## config.mk

```make
export PLATFORM = sky130hd
export DESIGN_NAME = sdrd_sector_reader
export DESIGN_NICKNAME = d
export VERILOG_FILES = /design/src/rtl/sdrd_sector_reader.sv
export SDC_FILE = /design/constraint.sdc
export NUM_CORES = 1
export LEC_CHECK = 0
export BUFFER_PORTS_ARGS = -buffer_cell sky130_fd_sc_hd__buf_2
export CAP_MARGIN = 20
export CELL_PAD_IN_SITES_DETAIL_PLACEMENT = 0
export CELL_PAD_IN_SITES_GLOBAL_PLACEMENT = 1
export CORE_MARGIN = 2
export CORE_UTILIZATION = 45
export DETAILED_ROUTE_END_ITERATION = 16
export PLACE_DENSITY = 0.73
export REMOVE_ABC_BUFFERS = 1
export SYNTH_ARGS = -nofsm -noshare
export SYNTH_HDL_FRONTEND = slang
export SYNTH_SLANG_ARGS = --single-unit
```

## constraint.sdc

```tcl
create_clock -name CLK -period 33.6 [get_ports CLK]
set_input_delay 3.36 -clock CLK [delete_from_list [all_inputs] [get_ports CLK]]
set_output_delay 3.36 -clock CLK [all_outputs]
set_load 0.03 [all_outputs]
```

## src/rtl/sdrd_sector_reader.sv

```systemverilog
// rtl/sdrd_sector_reader.sv - CMD17 sector reader packing 512-byte SD blocks into 256-bit words
module sdrd_sector_reader #(
    parameter int BLOCK_ADDR  = 1,
    parameter int R1_TIMEOUT  = 8,
    parameter int TOK_TIMEOUT = 2048
) (
    input  logic         CLK,
    input  logic         RST,
    input  logic         SPI_INIT,
    input  logic         SPI_BUSY,
    output logic         BYTE_START,
    output logic [7:0]   BYTE_TX,
    input  logic         BYTE_DONE,
    input  logic [7:0]   BYTE_RX,
    input  logic         REQ_VALID,
    input  logic [31:0]  REQ_ADR,
    input  logic [1:0]   REQ_TYPE,
    output logic         REQ_READY,
    output logic [255:0] PRM,
    output logic         PRM_VALID,
    output logic         PRM_LAST,
    output logic [1:0]   PRM_TYPE,
    output logic         RD_ERR
);

    typedef enum logic [2:0] {
        S_IDLE,
        S_CMD,
        S_R1WAIT,
        S_TOKWAIT,
        S_DATA,
        S_CRC,
        S_ERR
    } state_t;

    localparam logic [15:0] R1_LAST  = 16'(R1_TIMEOUT - 1);
    localparam logic [15:0] TOK_LAST = 16'(TOK_TIMEOUT - 1);

    state_t         state, state_nx;
    logic           in_flight;
    logic           issue;
    logic           done;
    logic           accept;
    logic [7:0]     tx_nx;
    logic [8:0]     byte_cnt;
    logic [15:0]    poll_cnt;
    logic [31:0]    cmd_adr;
    logic [247:0]   shreg;
    logic [255:0]   shreg_nx;

    // A done pulse only counts while an exchange of ours is outstanding.
    assign done     = BYTE_DONE & in_flight;
    assign shreg_nx = {shreg, BYTE_RX};

    always_ff @(posedge CLK or posedge RST) begin
        if (RST) begin
            state <= S_IDLE;
        end else begin
            state <= state_nx;
        end
    end

    always_comb begin
        state_nx  = state;
        REQ_READY = 1'b0;
        accept    = 1'b0;
        tx_nx     = 8'hFF;
        case (state)
            S_IDLE: begin
                REQ_READY = SPI_INIT;
                if (REQ_VALID && SPI_INIT) begin
                    accept   = 1'b1;
                    state_nx = S_CMD;
                end
            end
            S_CMD: begin
                case (byte_cnt[2:0])
                    3'd0:    tx_nx = 8'h51;
                    3'd1:    tx_nx = cmd_adr[31:24];
                    3'd2:    tx_nx = cmd_adr[23:16];
                    3'd3:    tx_nx = cmd_adr[15:8];
                    3'd4:    tx_nx = cmd_adr[7:0];
                    default: tx_nx = 8'hFF;
                endcase
                if (done && byte_cnt == 9'd5) state_nx = S_R1WAIT;
            end
            S_R1WAIT: begin
                if (done) begin
                    if (BYTE_RX == 8'h00)
                        state_nx = S_TOKWAIT;
                    else if (BYTE_RX != 8'hFF || poll_cnt == R1_LAST)
                        state_nx = S_ERR;
                end
            end
            S_TOKWAIT: begin
                if (done) begin
                    if (BYTE_RX == 8'hFE)
                        state_nx = S_DATA;
                    else if (BYTE_RX[7:4] == 4'h0 || poll_cnt == TOK_LAST)
                        state_nx = S_ERR;
                end
            end
            S_DATA: begin
                if (done && byte_cnt == 9'd511) state_nx = S_CRC;
            end
            S_CRC: begin
                // two CRC bytes plus the trailing Ncr byte
                if (done && byte_cnt == 9'd2) state_nx = S_IDLE;
            end
            S_ERR: begin
                if (done) state_nx = S_IDLE;
            end
            default: state_nx = S_IDLE;
        endcase
        issue = (state != S_IDLE) && !in_flight && !BYTE_START && !SPI_BUSY;
    end

    always_ff @(posedge CLK or posedge RST) begin
        if (RST) begin
            BYTE_START <= 1'b0;
            BYTE_TX    <= 8'hFF;
            in_flight  <= 1'b0;
            byte_cnt   <= 9'd0;
            poll_cnt   <= 16'd0;
            cmd_adr    <= 32'd0;
            shreg      <= '0;
            PRM        <= '0;
            PRM_VALID  <= 1'b0;
            PRM_LAST   <= 1'b0;
            PRM_TYPE   <= 2'd0;
            RD_ERR     <= 1'b0;
        end else begin
            BYTE_START <= issue;
            BYTE_TX    <= issue ? tx_nx : 8'hFF;
            PRM_VALID  <= 1'b0;
            PRM_LAST   <= 1'b0;
            if (issue)
                in_flight <= 1'b1;
            else if (done)
                in_flight <= 1'b0;

            if (accept) begin
                cmd_adr  <= (BLOCK_ADDR != 0) ? REQ_ADR : {REQ_ADR[22:0], 9'd0};
                PRM_TYPE <= REQ_TYPE;
            end

            // Counters restart on every state change and saturate otherwise.
            if (state_nx != state) begin
                byte_cnt <= 9'd0;
                poll_cnt <= 16'd0;
            end else if (done) begin
                if (byte_cnt != 9'd511) byte_cnt <= byte_cnt + 9'd1;
                if (poll_cnt != 16'hFFFF) poll_cnt <= poll_cnt + 16'd1;
            end

            if (state == S_DATA && done) begin
                shreg <= shreg_nx[247:0];
                if (byte_cnt[4:0] == 5'd31) begin
                    PRM       <= shreg_nx;
                    PRM_VALID <= 1'b1;
                    PRM_LAST  <= (byte_cnt == 9'd511);
                end
            end

            if (state_nx == S_ERR && state != S_ERR) RD_ERR <= 1'b1;
        end
    end

endmodule
```

==> results.toml <==
[status]
status = "complete, no violations"

[place]
hpwl_um = 27600
gp_congestion = 0.805
io_buffers = 318

[clock_network]
post_cts_buffers = 0
root_buffer = "clkbuf_16"
clk_path_buf_depth = 3
h-tree-depth = 2
numCtsBuffers = 61
clock-sinks = 579
clk_pin_slew_ps = 60
cts_tree = "built"
cts-resized-gates = 0
ctsHoldBuffers = 0
clk_latency_ps = 610

[global_route]
grt_pass1_vias = 12600
grt_max_degree = 188
globalRouteTotalUtil_pct = 16.6
grt_overflow = 0
antenna_found_initial = 0
grt_first_pass_wirelength_um = 70900

[power_and_ir_drop]
p_total_mw = 1.55
ir_drop_mv = 0.0483
p_leak_nw = 14.1
powerDensity_nw_per_um2 = 57.9

[synthesis]
synth_compound_area_share_pct = 1.91
synth-seq-cells = 579
synthTopCellsByArea = "dfrtp_1, mux2_2, buf_6"
synth_top_area_cell = "dfrtp_1"
synth_top_family_by_area = "multiplexers"
synth_simple_gate_area_share_pct = 3.35
async_flop_share_pct = 100
syn_area_per_cell_sq_um = 16.1
netlist_area_sq_um = 22700
synth-xor-area-share_pct = 0.733
ys_warn_count = 0
synth-edff-count = 0
synth_cells = 1408
synth.mux.area_fraction_pct = 26.9
synthAdderAreaFrac_pct = 0.441
synth_top_flop_cell = "dfrtp_1"
seq_area_frac_synth_pct = 63.9
synth_top_area_share_pct = 63.0
ys_types = 56

[routing]
vias_per_cell = 5.07
wl_per_cell_um = 17.6
ant_nets = 0
drc = 0
drt_wl_total_um = 43100
drt_iter0_markers = 632
vias = 12400
first_pass_iters = 4

[final_layout]
area.growth.synth_to_final_pct = 17.9
fillers = 4267
mostFrequentLayoutCells = "dfrtp_1, mux2_2, buf_2, clkbuf_16, nor3_2"
layout_commonest_cell = "dfrtp_1"
n_antenna_cell = 0
nNetsFinal = 1784
drive_gt1_share_pct = 55.8

[critical_path]
critPathRequiredTime_ps = 30240
crit_path_start_kind = "input pin"
critPathMostFrequentCell = "buf_2"
reg2reg_slack_ps = 29200
critPathCaptureType = "primary output"
path_cells = "buf_2 -> nor4b_2 -> buf_2"
critPathArrivalTime_ps = 3860
cp_slowest_stage_delay_ps = 240
rr_worst_depth = 6
startpoint = "SPI_INIT"
cp_max_fo = 2
critPathKind = "input pin to primary output"
slowest_stage = "buf_2"
r2r_start = "state[0]"

[floorplanning]
core-area_sq_um = 50000
ioPinCount = 319
rows = 82
initial_core_util_pct = 45.4
dieWidth_um = 229
dieArea_sq_um = 52200
die_h_um = 229

[timing]
skew_ps = 16.5
fmax_mhz = 138
layout_min_cycle_time_ps = 7220
rsz0062_at_grt = "no"
slew_headroom_pct = 28.9
slew_viol_final = 0
setup_viol = 0
timing.final.crit_share_pct = 21.5
setup_tns_ps = 0
hold_viol = 0
worst_slew_pin_slew_ps = 1070

[flow_run]
drv_cap = 0

[hold_path]
hold_start = "BYTE_START"
hold_class = "flip-flop to flip-flop"
holdPathStages = 1
==> stage by stage <==
step           worst slack [ps]  cell area (sq um)  instances  hold WS [ps]  utilization, %
6_report                  26380              26800       2450           478            53.5
5_1_grt                   26330              26800       2450           496            53.5
4_1_cts                   26360              26700       2447           483            53.4
3_5_place_dp              25910              24700       2334           459            49.4
3_3_place_gp              26000              24700       2334           459            49.4
2_1_floorplan             14050              22100       1331           475               -
==> synth_stat cells (9+ instances only) <==
cell type / count
a22oi_1: 9
buf_2: 33
buf_6: 32
dfrtp_1: 571
inv_1: 12
mux2_1: 19
mux2_2: 519
nand2_1: 16
nand3_1: 9
nor2_1: 10
nor3_1: 18
nor3_2: 20
o211ai_1: 9
xnor2_1: 14
==> worst paths after layout <==
kind	to
max reg2reg	PRM[250]
min reg2reg	BYTE_START
min	BYTE_START
max in group asynchronous	shreg[118]
min in group asynchronous	PRM[132]
max	REQ_READY
==> where the power goes <==
part	internal (mW)	leakage [nW]	total (mW)	switching [mW]
registers	0.730	8.00	0.754	0.0238
logic	0.0489	5.07	0.129	0.0801
clock network	0.396	1.02	0.666	0.270
total	1.17	14.1	1.55	0.374
==> flip-flops by register name, summed over array words and instances, names as in the netlist, 2 cells and up <==
signal / count
BYTE_TX: 8
PRM_TYPE: 2
byte_cnt: 9
cmd_adr: 32
poll_cnt: 16
PRM: 256
state: 3
shreg: 248
==> logic make-up after synthesis <==
| kind of cell | after synthesis |
|---|---|
| flip-flops | 579 |
| multiplexers | 542 |
| AND/OR/NAND/NOR | 116 |
| adder cells (fa/ha/maj) | 8 |
| buffers and inverters | 89 |
| AO/OA/AOI/OAI | 55 |
| XOR/XNOR | 19 |
==> metal layers <==
layer	part of all wire [%]	GRT usage, %	vias up
li1	-	-	5700
met1	46	23.5	6421
met2	48	26.3	244
met3	4.3	3.57	62
met4	1.7	4.04	0
met5	0	0	-
==> critical path, delay by kind of cell <==
family	cells	cell delay (ps)
simple gates	1	190
buf+inv	2	310
==> cell type report <==
class                      instances  area [sq um]  area share [%]
tap                              672           841            3.14
clock buffer                      90          1820            6.79
inverter                          12          52.6           0.196
clock inverter                    23           205           0.767
multi-input combinational        740          7570            28.3
timing repair buffer             334          1760            6.59
sequential                       579         14500            54.2
(Power assumes the default switching activity.)
